`src/rtl/conv_pkg.sv`:
```
// conv_pkg: shared sizes and FSM state type for the convolution stream adapter
package conv_pkg;
  localparam int DATA_W = 8;
  localparam int ROWS = 9;
  localparam int COLS = 9;
  localparam int NPIX = ROWS * COLS;
  localparam int MAT_W = DATA_W * NPIX;
  localparam int CNT_W = $clog2(NPIX);
  typedef enum logic [1:0] {LOAD, START, WAIT, UNLOAD} state_t;
endpackage

```
`src/rtl/conv_pix_counter.sv`:
```
// conv_pix_counter: 0..NPIX-1 pixel index with enable, sync clear and last-pixel flag
module conv_pix_counter
  import conv_pkg::*;
(
  input  logic             clk,
  input  logic             rst,
  input  logic             clr,
  input  logic             en,
  output logic [CNT_W-1:0] idx,
  output logic             at_last
);
  assign at_last = idx == CNT_W'(NPIX - 1);
  always_ff @(posedge clk)
    if (rst || clr) idx <= '0;
    else if (en) idx <= at_last ? '0 : idx + 1'b1;
endmodule

```
`src/rtl/conv_stream_adapter.sv`:
```
// conv_stream_adapter: packs a pixel stream into the core input matrix, starts the core,
// waits for done and streams the captured result matrix back out
module conv_stream_adapter
  import conv_pkg::*;
#(
  parameter int TIMEOUT_CYCLES = 65535
) (
  input  logic              clk,
  input  logic              rst,
  input  logic [DATA_W-1:0] s_data,
  input  logic              s_valid,
  output logic              s_ready,
  input  logic              s_last,
  output logic              conv_start,
  output logic [MAT_W-1:0]  conv_input_matrix,
  input  logic              conv_done,
  input  logic [MAT_W-1:0]  conv_output_matrix,
  output logic [DATA_W-1:0] m_data,
  output logic              m_valid,
  input  logic              m_ready,
  output logic              m_last,
  output logic              busy,
  output logic              err_framing,
  output logic              err_timeout
);
  localparam int TW = $clog2(TIMEOUT_CYCLES + 1);
  state_t           state, state_d;
  logic [CNT_W-1:0] idx;
  logic             at_last;
  logic [TW-1:0]    wait_cnt;
  logic [MAT_W-1:0] out_mat;
  logic             s_fire, m_fire, timeout;
  assign s_ready    = state == LOAD;
  assign s_fire     = s_valid && s_ready;
  assign m_valid    = state == UNLOAD;
  assign m_fire     = m_valid && m_ready;
  assign m_data     = out_mat[DATA_W*int'(idx) +: DATA_W];
  assign m_last     = m_valid && at_last;
  assign conv_start = state == START;
  assign busy       = state != LOAD || idx != '0;
  // done takes priority over an expiring wait
  assign timeout    = state == WAIT && !conv_done && wait_cnt == TW'(TIMEOUT_CYCLES - 1);

  conv_pix_counter u_cnt (
    .clk     (clk),
    .rst     (rst),
    .clr     (timeout),
    .en      (s_fire || m_fire),
    .idx     (idx),
    .at_last (at_last)
  );

  always_comb begin
    state_d = state;
    case (state)
      LOAD:    if (s_fire && at_last) state_d = START;
      START:   state_d = WAIT;
      WAIT:    state_d = conv_done ? UNLOAD : timeout ? LOAD : WAIT;
      UNLOAD:  if (m_fire && at_last) state_d = LOAD;
      default: state_d = LOAD;
    endcase
  end

  always_ff @(posedge clk) begin
    if (rst) begin
      state             <= LOAD;
      wait_cnt          <= '0;
      conv_input_matrix <= '0;
      out_mat           <= '0;
      err_framing       <= 1'b0;
      err_timeout       <= 1'b0;
    end else begin
      state    <= state_d;
      wait_cnt <= state == WAIT ? wait_cnt + 1'b1 : '0;
      if (s_fire) begin
        conv_input_matrix[DATA_W*int'(idx) +: DATA_W] <= s_data;
        if (s_last != at_last) err_framing <= 1'b1;
      end
      if (state == WAIT && conv_done) out_mat <= conv_output_matrix;
      if (timeout) err_timeout <= 1'b1;
    end
  end
endmodule

```
`config.mk`:
```
export PLATFORM = sky130hd
export DESIGN_NAME = conv_stream_adapter
export DESIGN_NICKNAME = d
export VERILOG_FILES = /design/src/rtl/conv_pkg.sv /design/src/rtl/conv_pix_counter.sv /design/src/rtl/conv_stream_adapter.sv
export SDC_FILE = /design/constraint.sdc
export NUM_CORES = 2
export LEC_CHECK = 0
export CAP_MARGIN = 25
export CORE_AREA = 2 2 517 519
export CTS_CLUSTER_DIAMETER = 120
export DETAILED_ROUTE_END_ITERATION = 8
export DIE_AREA = 0 0 519 521
export PLACE_DENSITY = 0.38
export SYNTH_ARGS = -nofsm -noshare
export SYNTH_HDL_FRONTEND = slang
export SYNTH_SLANG_ARGS = --single-unit
export TNS_END_PERCENT = 10
```
`constraint.sdc`:
```
create_clock -name clk -period 9.3 [get_ports clk]
set_clock_uncertainty 0.1 [all_clocks]
set_input_delay 2.79 -clock clk [delete_from_list [all_inputs] [get_ports clk]]
set_output_delay 2.79 -clock clk [all_outputs]
set_load 0.02 [all_outputs]
```
==> impl_metrics.csv <==
group,metric,value,unit
logic_synthesis,syn_nets,6917,
timing,setup_viol,0,
timing,fmax,0.1290,GHz
routing,ant_nets,0,
place,routabilityCongestion,0.8683,
min_path,hp-class,"reg2reg",
finish,design_area,77910,um^2
clock_network,cts.path.max_buffers,3,
die,die_area,270400,um^2
global_routing,grt_pass1_wl,438600,um
timing,report.final.slew_viol_count,0,
logic_synthesis,ys_seq_area_share,48.14,%
outcome,outcome,"finished, final reports clean",
worst_setup_path,crit_path_end_kind,"output port",
logic_synthesis,synth_flop_cell,"dfxtp_1",
logic_synthesis,synth_warnings,0,
finish,num-fill-cells,28106,
logic_synthesis,syn_inst,6250,
die,rows,189,
timing,tns,0,ps
timing,slew_headroom,24.34,%
clock_network,h-tree-depth,4,
worst_setup_path,criticalPathCategory,"reg2out",
routing,drt_iter0_markers,3482,
power_and_ir_drop,p_per_area,170.8,nW/um^2
logic_synthesis,synthArstFlopShare,0,%
die,core_area,264400,um^2
run,max_cap_viol_count,0,
global_routing,grt_busiest_layer,"met2",
logic_synthesis,synth_area,55010,um^2
clock_network,cts_resized,0,
global_routing,grt_use_total,23.07,%
logic_synthesis,synth.distinct_cells,80,
routing,wl_per_cell,29.30,um
die,die_width,519,um
power_and_ir_drop,p_leak,0.02585,uW
place,hpwlAfterDp,249100,um
routing,avgViaCountPerCell,4.648,
logic_synthesis,avgSynthCellArea,8.802,um^2
global_routing,grt_use_met1,26.41,%
place,numPortBuffers,1324,
global_routing,grt_pass1_vias,52077,
finish,multiInputGateArea,26800,um^2
power_and_ir_drop,vdd_ir_drop_max,0.0001742,V
timing,rsz0062_at_grt,"false",
worst_setup_path,crit_arrival,4860,ps
timing,worst_slew_pin_slew,1135,ps
routing,vias,51417,
worst_setup_path,path_max_fanout,50,
global_routing,grt_use_met2,42.00,%
finish,drive_gt1_share,9.429,%
clock_network,numClockSinks,1323,
clock_network,cts_setup_buffers,0,
die,chipHeight,521,um
finish,area_growth_syn_to_layout,41.63,%
timing,hold_violations,0,
clock_network,cts_inserted_buffers,163,
timing,fin_crit,7752,ps
routing,dr.pass1.iters,6,
global_routing,grt_max_degree,207,
die,pin_count,1325,
clock_network,insertion_delay,820,ps
finish,final_cell_mix,"nand2_1, clkdlybuf4s50_1, dfxtp_1, a21oi_1, mux2i_1",
routing,remaining_drc_errors,0,
finish,layout.nets,8053,
worst_setup_path,cp_data_required_time,6410,ps
clock_network,clk_pin_slew_worst_paths,60,ps
routing,totalWireLength,324100,um
logic_synthesis,synth-edff-count,0,
global_routing,antenna_found_initial,49,
timing,period_share,83.35,%
worst_setup_path,critical_path.startpoint_type,"flip-flop",
die,start_util,20.81,%
clock_network,cts-root-buf,"clkbuf_16",
finish,final_common_cell,"nand2_1",
global_routing,use_met3,4.890,%
clock_network,hold_buffers,0,
clock_network,tritoncts,"yes",
place,place_area,72340,um^2
global_routing,overflow,0,
logic_synthesis,synth-seq-cells,1323,
finish,regArea,26510,um^2
## stage by stage
step	hold slack [ps]	setup slack, ps	instances	total power [uW]	util, %
final	350.3	1548	11061	13310	29.47
after global routing	363.1	1392	11052	13760	29.46
after floorplan	333.1	3210	6250	6199	-
after global placement	339.6	1994	10734	6895	27.28
after CTS	354.5	1188	11037	13510	29.41
after detailed placement	346.3	2124	10749	6904	27.36
## report_power, final
group / internal (uW) / switching (uW)
registers: 5670 / 19.9
clock network: 3760 / 2770
logic: 397 / 690
## cells by family (layout without fill, tap and decap cells)
family	count (synthesis)	in the layout	synth area share (%)
flops	1323	1323	48.14
simple gates	2579	2579	19.35
mux	715	715	16.63
fa+ha+maj	5	5	0.1137
buf+inv	510	1769	3.705
compound gates	1094	1094	11.67
other cells	0	19	0
xor+xnor	24	24	0.3821
## cells in the mapped netlist (30+ instances only)
cell type	number	share of area (%)
mux2i_1	538	9.8
buf_2	41	0.37
o31ai_1	31	0.42
nand4_1	55	0.63
o21ai_0	103	0.94
nand2_1	2091	14
nor2b_1	30	0.34
a21oi_1	768	7.0
nand3_1	171	1.6
o211ai_1	45	0.61
nor3_1	53	0.48
clkbuf_1	413	2.8
dfxtp_1	1323	48
mux4_2	157	6.4
buf_1	34	0.23
nor2_1	76	0.52
## worst max-delay path, cell delays in order, from the launching register on
cell	delay (ps)
dfxtp_4	880
inv_2	590
mux2i_1	340
a211oi_1	490
nand3_1	280
a21oi_1	620
clkdlybuf4s50_1	740
## registers in the layout, indices dropped and copies added, names as in the netlist
| register | flops |
|---|---|
| conv_input_matrix | 648 |
| out_mat | 648 |
| err_timeout | 1 |
| u_cnt.idx | 7 |
| err_framing | 1 |
| state | 2 |
| wait_cnt | 16 |
## routing by layer
| metal | routed length (um) | vias to the layer above | part of all wire, % |
|---|---|---|---|
| li1 | - | 23682 | - |
| met1 | 128200 | 25568 | 40 |
| met2 | 166100 | 1729 | 51 |
| met3 | 17700 | 412 | 5.5 |
| met4 | 11920 | 26 | 3.7 |
| met5 | 171 | - | 0.053 |
## final timing paths
| check | start | endpoint | slack (ps) | cells past startpoint |
|---|---|---|---|---|
| worst max-delay path | u_cnt.idx[3]$_SDFFE_PP0P_ | m_data[2] | 1550 | 6 |
| worst min-delay path | out_mat[494]$_SDFFE_PP0P_ | out_mat[494]$_SDFFE_PP0P_ | 350 | 2 |
| worst max register to register | u_cnt.idx[1]$_SDFFE_PP0P_ | conv_input_matrix[552]$_SDFFE_PP0P_ | 3430 | 10 |
| worst min register to register | out_mat[494]$_SDFFE_PP0P_ | out_mat[494]$_SDFFE_PP0P_ | 350 | 2 |
## area by class of cell
| type | count | share of cell area, % |
|---|---|---|
| multi-input cells | 4417 | 34.40 |
| flip-flops and latches | 1323 | 34.02 |
| repair buffers | 1470 | 18.84 |
| clock buffers | 243 | 6.062 |
| well taps | 3533 | 5.674 |
| clock inverters | 45 | 0.8833 |
| inverters | 11 | 0.06263 |
| diodes | 19 | 0.06102 |
Power figures use the tool's default switching activity.
